[config.mk]
export PLATFORM = sky130hd
export DESIGN_NAME = bit_block_sched
export DESIGN_NICKNAME = d
export VERILOG_FILES = /design/src/rtl/bit_block_sched.sv
export SDC_FILE = /design/constraint.sdc
export NUM_CORES = 1
export LEC_CHECK = 0
export CAP_MARGIN = 5
export CORE_UTILIZATION = 25
export DETAILED_ROUTE_END_ITERATION = 7
export SYNTH_ARGS = -nofsm -noshare
export SYNTH_HDL_FRONTEND = slang
export SYNTH_SLANG_ARGS = --single-unit
[constraint.sdc]
create_clock -name clk -period 2.5 [get_ports clk]
set_input_delay 0.5 -clock clk [delete_from_list [all_inputs] [get_ports clk]]
set_output_delay 0.5 -clock clk [all_outputs]
set_load 0.02 [all_outputs]
[src/rtl/bit_block_sched.sv]
// Frame-level round-robin scheduler sharing one bit_block_counter between two
// requesters. Accepted words are issued to the counter; a tag pipe running in
// parallel with the counter routes each result back to its owner's total.
//
// state | meaning
// ------+----------------------------------------------------------
// IDLE  | no frame owner; arbitrate on valid, ties broken by prio
// OWN0  | requester 0 owns the counter until its last word
// OWN1  | requester 1 owns the counter until its last word
module bit_block_sched #(
    parameter int FF_DLY  = 1,
    parameter int CNT_LAT = 3
) (
    input  logic        clk,
    input  logic        rst_n,
    input  logic [31:0] req0_data,
    input  logic        req0_valid,
    input  logic        req0_last,
    output logic        req0_ready,
    input  logic [31:0] req1_data,
    input  logic        req1_valid,
    input  logic        req1_last,
    output logic        req1_ready,
    output logic [31:0] cnt_data,
    output logic        cnt_enb,
    input  logic [3:0]  cnt_block,
    input  logic        cnt_valid,
    output logic        done0,
    output logic [7:0]  sum0,
    output logic        done1,
    output logic [7:0]  sum1,
    output logic        err
);

    // The counter latency is bounded by the tag pipe depth; FF_DLY is a
    // simulation-only notion and never becomes a real delay in this netlist.
    if (CNT_LAT < 1 || CNT_LAT > 8 || FF_DLY < 0) begin : g_param_check
        $error("bit_block_sched: CNT_LAT must be 1..8 and FF_DLY non-negative");
    end

    typedef enum logic [1:0] {IDLE, OWN0, OWN1} state_t;

    state_t      state, state_nxt;
    logic        prio, prio_nxt;
    logic        accept;
    logic        acc_id;
    logic        acc_last;
    logic [31:0] acc_word;

    // tag bits: [2] valid, [1] requester id, [0] last word of frame
    logic [2:0]               tag_iss;
    logic [CNT_LAT-1:0][2:0]  tag_pipe;
    logic                     tag_v, tag_id, tag_last;
    logic                     res;

    logic [7:0] acc0, acc1;
    logic       first0, first1;
    logic [7:0] res_base;
    logic [8:0] res_raw;
    logic [7:0] res_total;

    // Ready is a pure decode of ownership so it never depends on valid.
    assign req0_ready = (state == OWN0);
    assign req1_ready = (state == OWN1);

    // Arbitration, frame ownership and selection of the accepted word.
    always_comb begin
        state_nxt = state;
        prio_nxt  = prio;
        accept    = 1'b0;
        acc_id    = 1'b0;
        acc_last  = 1'b0;
        acc_word  = req0_data;
        case (state)
            IDLE: begin
                if (req0_valid && !req1_valid)      state_nxt = OWN0;
                else if (req1_valid && !req0_valid) state_nxt = OWN1;
                else if (req0_valid && req1_valid)  state_nxt = prio ? OWN1 : OWN0;
            end
            OWN0: begin
                accept   = req0_valid;
                acc_last = req0_last;
                if (req0_valid && req0_last) begin
                    state_nxt = IDLE;
                    prio_nxt  = 1'b1;
                end
            end
            OWN1: begin
                accept   = req1_valid;
                acc_id   = 1'b1;
                acc_last = req1_last;
                acc_word = req1_data;
                if (req1_valid && req1_last) begin
                    state_nxt = IDLE;
                    prio_nxt  = 1'b0;
                end
            end
            default: state_nxt = IDLE;
        endcase
    end

    // State register and round-robin pointer.
    always_ff @(posedge clk or negedge rst_n) begin
        if (!rst_n) begin
            state <= IDLE;
            prio  <= 1'b0;
        end else begin
            state <= state_nxt;
            prio  <= prio_nxt;
        end
    end

    // Issue stage: the counter word and its tag are registered together.
    always_ff @(posedge clk or negedge rst_n) begin
        if (!rst_n) begin
            cnt_data <= 32'd0;
            cnt_enb  <= 1'b0;
            tag_iss  <= 3'd0;
        end else begin
            cnt_enb <= accept;
            tag_iss <= {accept, acc_id, acc_last};
            if (accept) cnt_data <= acc_word;
        end
    end

    // Tag delay line matching the counter latency, so its tail lines up with cnt_valid.
    always_ff @(posedge clk or negedge rst_n) begin
        if (!rst_n) begin
            tag_pipe <= '0;
        end else begin
            tag_pipe[0] <= tag_iss;
            for (int i = 1; i < CNT_LAT; i++) tag_pipe[i] <= tag_pipe[i-1];
        end
    end

    assign tag_v    = tag_pipe[CNT_LAT-1][2];
    assign tag_id   = tag_pipe[CNT_LAT-1][1];
    assign tag_last = tag_pipe[CNT_LAT-1][0];
    assign res      = cnt_valid & tag_v;

    // Saturating running total for whichever requester owns the returning result.
    always_comb begin
        res_base = 8'd0;
        if (tag_id) begin
            if (!first1) res_base = acc1;
        end else begin
            if (!first0) res_base = acc0;
        end
        res_raw   = {1'b0, res_base} + {5'd0, cnt_block};
        res_total = res_raw[8] ? 8'hFF : res_raw[7:0];
    end

    // Per-requester accumulation and frame-done publication.
    always_ff @(posedge clk or negedge rst_n) begin
        if (!rst_n) begin
            acc0   <= 8'd0;
            acc1   <= 8'd0;
            first0 <= 1'b1;
            first1 <= 1'b1;
            sum0   <= 8'd0;
            sum1   <= 8'd0;
            done0  <= 1'b0;
            done1  <= 1'b0;
        end else begin
            done0 <= 1'b0;
            done1 <= 1'b0;
            if (res) begin
                if (tag_id) begin
                    acc1   <= res_total;
                    first1 <= tag_last;
                    if (tag_last) begin
                        sum1  <= res_total;
                        done1 <= 1'b1;
                    end
                end else begin
                    acc0   <= res_total;
                    first0 <= tag_last;
                    if (tag_last) begin
                        sum0  <= res_total;
                        done0 <= 1'b1;
                    end
                end
            end
        end
    end

    // Sticky flag for any disagreement between the counter and the tag pipe.
    always_ff @(posedge clk or negedge rst_n) begin
        if (!rst_n) err <= 1'b0;
        else if (cnt_valid != tag_v) err <= 1'b1;
    end

endmodule

---- Word level (Yosys, flattened, before mapping) ----
Cells that the tools add are included.
storage, ports and cells
  flip-flop bits (word level) ............. 85
  input bits .............................. 75
  output and inout port bits .............. 54
  logic and storage cells ................. 64
cells by class
  add/subtract/negate cells ............... 1
  eq/ne operators ......................... 6
  muxes and demuxes ....................... 23
  bitwise logic cells ..................... 2
  reductions and logical operators ........ 15
operators by type and width
  kind                                                                     number
  32-bit 2-to-1 mux                                                        1
  8-bit 2-to-1 mux                                                         4
  2-bit 2-to-1 mux                                                         6
  3-bit AND reduction                                                      4
  8-bit by 4-bit adder with 9-bit output                                   1
  1-bit 2-to-1 mux                                                         8
  1-bit case mux with 2 select lines                                       3
  2-bit case mux with 3 select lines                                       1
  1-bit logical AND                                                        5
  2-bit by 1-bit inequality test with 1-bit output, second input constant  2
  4-bit inequality test, second input constant                             1
  2-bit AND reduction                                                      2
  2-bit by 1-bit == test with 1-bit output, second input constant          1
  2-bit == test, second input constant                                     1
  1-bit logical NOT                                                        2
  2-bit logical NOT                                                        1
  2-bit nonzero test                                                       1
  1-bit bitwise AND                                                        1
  1-bit inequality test                                                    1
  1-bit NOT                                                                1

---- Logic depth before layout (Yosys ltp) ----
  depth in word-level cells ............... 5
  depth in mapped cells ................... 11
  depth with buffers taken out ............ 10

---- Least setup slack after synthesis ----
No wires, ideal clock.
  path type ............................... register to register
  start ................................... register tag_pipe (netlist bit tag_id)
  end ..................................... register sum1[2]
  library setup time ...................... 0.077 ns
  arrival time ............................ 2.400 ns
  data required time ...................... 2.423 ns
  setup slack ............................. 0.023 ns
  cell stages (with the launch flop) ...... 12
  path buffers ............................ 1
  period minus slack after synthesis ...... 2.477 ns
  path through ............................ dfrtp_1 -> buf_6 -> nor2b_1 -> a22o_1 -> ha_1 -> inv_1 -> fa_1 -> nor2b_1 -> o21ai_1 -> a211oi_2 -> nor2_2 -> o21ai_1
on the way
  word-level cells in the longest chain between the ends .. 3
  elaborated cells on any way between the ends .. 4
  classes of those cells .................. add/sub (1); mux (2); reduce/logical (1)
RTL lines
  element                                 RTL line  RTL
  start, declared                         52        logic [CNT_LAT-1:0][2:0] tag_pipe;
  8-bit 2-to-1 mux                        144       if (tag_id) begin
  8-bit by 4-bit adder with 9-bit output  149       res_raw = {1'b0, res_base} + {5'd0, cnt_block};
  8-bit 2-to-1 mux                        150       res_total = res_raw[8] ? 8'hFF : res_raw[7:0];
  end signal, assigned                    172       sum1 <= res_total;
  end, declared                           31        output logic [7:0] sum1,
Several ways; a longest one is shown, not always the timed one.
A chain may end at the register's enable or synchronous reset.

---- Worst setup path after layout ----
  start ................................... register tag_pipe (netlist bit tag_id)
  end ..................................... register acc0[6]
on the way
  word-level cells in the longest chain between the ends .. 3
  elaborated cells on any way between the ends .. 5
  classes of those cells .................. add/sub (1); mux (2); bitwise (1); reduce/logical (1)
RTL lines
  element                                 RTL line  RTL
  8-bit 2-to-1 mux                        144
  8-bit by 4-bit adder with 9-bit output  149
  8-bit 2-to-1 mux                        150
  end signal, assigned                    176       acc0 <= res_total;
  end, declared                           56        logic [7:0] acc0, acc1;
Several ways; a longest one is shown, not always the timed one.

==> impl_metrics.ini <==
[run_status]
status = finished, final reports clean

[cells_and_area]
nets = 585
drive_gt1_share_pct = 11.33
final_common_cell = clkdlybuf4s50_1
layout_common_cells = clkdlybuf4s50_1 (127), dfrtp_1 (82), nand2_1 (72)
n_antenna_cell = 0
syn2layout_area_growth_pct = 50.53

[clock_network]
numCtsBuffers = 9
h-tree-depth = 3
clkSinkCount = 84
cts_setup_buffers = 0
clkLatencyLatePin_ns = 0.34
clockBufferDepth = 2
clock-root-buffer = clkbuf_16
cts_tree = built
clk_pin_slew_ns = 0.07

[synthesis]
synth-seq-cells = 84
synthArstFlopShare_pct = 100.0
synth.avg_cell_area_um2 = 10.40
syn-instance-count = 361
yosys_warnings = 0
synth_nets = 448
seq_area_frac_synth_pct = 56.03
synth_top_area_cell = dfrtp_1
synth_cell_types = 36
synth_edf_count = 0
synth-main-ff-cell = dfrtp_1
synthTopCellsByArea = dfrtp_1 (55%), mux2i_1 (9.1%), nand2_1 (7.3%)
synth_top_area_share_pct = 54.63
synthesis.area_um2 = 3756

[global_routing]
grt_pass1_vias = 3251
grt_overflow_total = 0
antenna_found_initial = 0
track_usage_pct = 12.44
grt_max_degree = 66
grt_pass1_wl_um = 15480

[routing]
totalWireLength_um = 8944
drc = 0
wl_per_cell_um = 13.02
ant_nets = 0
viasPerCell = 4.406
drtIter0Drc = 109
vias = 3027
firstDrtPassIters = 4

[critical_path]
cp_max_fo = 4
critPathSlowestCell = dfrtp_1
start_kind = flip-flop
critPathMaxStageDelay_ns = 0.43
crit_path_cell_trace = nor2b_4 > a22o_1 > ha_1 > inv_1 > fa_2 > nor2b_1 > o21ai_2 > a21oi_2 > mux2i_2 > o21ai_0
cp.required_ns = 2.70
arrival_ns = 2.55
path_class = flip-flop to flip-flop
worstSetupEndpointType = flip-flop

[power]
powerDensity_nw_per_um2 = 1021
p_leak_nw = 2.484
irDropWorstVdd_v = 0.0003706

[timing]
fmax_mhz = 426.0
slew-limit-headroom_pct = 60.74
period_share_pct = 93.90
slew_violations = 0
min_period_ns = 2.347
setup_viol = 0
skew_ns = 0.007790
grt_setup_unrepaired = yes
hold_viol = 0
worst_slew_pin_slew_ns = 0.5889
fin_ws_ns = 0.1526
hold_ws_ns = 0.1298

[placed_design]
port_buffers = 128
dp_hpwl_um = 6622
gp_congestion = 0.8141
dp_slack_ns = -0.1823

[die]
rows = 44
die_area_um2 = 15520
initial_core_util_pct = 25.75
die_width_um = 124.6
coreArea_um2 = 14590
io_pins = 129
die_y_um = 124.6

[min_path]
min_path_type = primary input to asynchronous set/reset pin

[job]
cap_violations = 0
==> critical path: cells and delay by family, from the launching register on <==
kind            cells  cell delay [ns]
compound gates      4             0.55
simple gates        2             0.37
flops               1             0.43
mux                 1             0.28
fa+ha+maj           2             0.52
buf+inv             1             0.06
==> metrics by stage <==
stage	util (%)	instances	TNS (ns)	instance area, µm²	total power [mW]
after CTS	38.62	687	0	5634	5.849
final	38.76	687	0	5654	5.771
after floorplan	-	361	0	3756	3.407
after global routing	38.76	687	-0.02209	5654	6.193
after detailed placement	36.54	671	-1.600	5330	4.508
after global placement	36.54	671	-0.3577	5330	4.447
==> worst paths after layout <==
kind,from,to,slack [ns],depth (start not counted)
max in group asynchronous,rst_n,first1,1.71,2
hold reg to reg,tag_iss[1],tag_pipe[1],0.35,0
setup reg to reg,tag_id,acc0[6],0.15,10
hold / removal,rst_n,sum0[4],0.13,1
min in group clk,tag_iss[1],tag_pipe[1],0.35,0
setup / recovery,tag_id,acc0[6],0.15,10
==> cell usage after synthesis, drive strengths merged, types with 4 or more instances <==
cell type and number:
and3b 4, a22o 5, nor2b 4, ha 11
nor2 8, a21oi 8, mux2i 34, o21ai 66
nand2 73, buf 6, or2 5, clkbuf 10
nor3b 4, inv 12, nand3 5, dfrtp 82
==> registers in the layout, indices dropped and copies added (netlist names) <==
| name | flops |
|---|---|
| acc1 | 8 |
| prio | 1 |
| err | 1 |
| cnt_enb | 1 |
| done1 | 1 |
| cnt_data | 32 |
| acc0 | 8 |
| state | 2 |
| tag_iss | 2 |
| tag_pipe | 7 |
| done0 | 1 |
| tag_last | 1 |
| tag_id | 1 |
| sum0 | 8 |
| sum1 | 8 |
| first1 | 1 |
| first0 | 1 |
==> cells by family (layout without fill, tap and decap cells) <==
kind of cell / Yosys count / count (layout) / synth area share (%)
DFF: 84 / 84 / 56.03
AOI/OAI and AO/OA: 91 / 91 / 13.59
muxes: 34 / 34 / 9.061
adders and majority gates: 12 / 12 / 4.197
xor gates and xnor gates: 2 / 2 / 0.4664
buffers and inverters: 28 / 170 / 3.065
and+or+nand+nor: 110 / 110 / 13.59
==> area by class of cell <==
cell class / count / area, µm²
fillers: 1446 / 8935
flip-flops and latches: 84 / 2105
multi-input cells: 249 / 1579
repair buffers: 142 / 1409
clock buffers: 10 / 239.0
well taps: 184 / 230.2
clock inverters: 6 / 47.55
inverters: 12 / 45.04
==> timing repair <==
| action | in CTS | in global routing |
|---|---|---|
| hold buffers | 0 | 0 |
| resized for setup | 5 | 6 |
| endpoints found under the hold margin | 0 | 0 |
| pin swaps | 1 | 1 |
| endpoints found under the setup margin | 11 | 13 |
==> routing by layer <==
| metal | vias to the layer above | GRT usage, % | wire (µm) |
|---|---|---|---|
| li1 | 1513 | - | - |
| met4 | 0 | 6.591 | 247 |
| met3 | 16 | 3.909 | 641 |
| met2 | 101 | 20.25 | 4115 |
| met5 | - | 0 | 0 |
| met1 | 1397 | 14.59 | 3939 |
==> power breakdown <==
group          internal [mW]  leakage, nW  switching, mW
Sequential              1.78         1.10          0.220
Combinational           1.17         1.24           1.33
Clock                  0.709        0.139          0.564
Note: power is estimated with default switching activity, not from simulation.
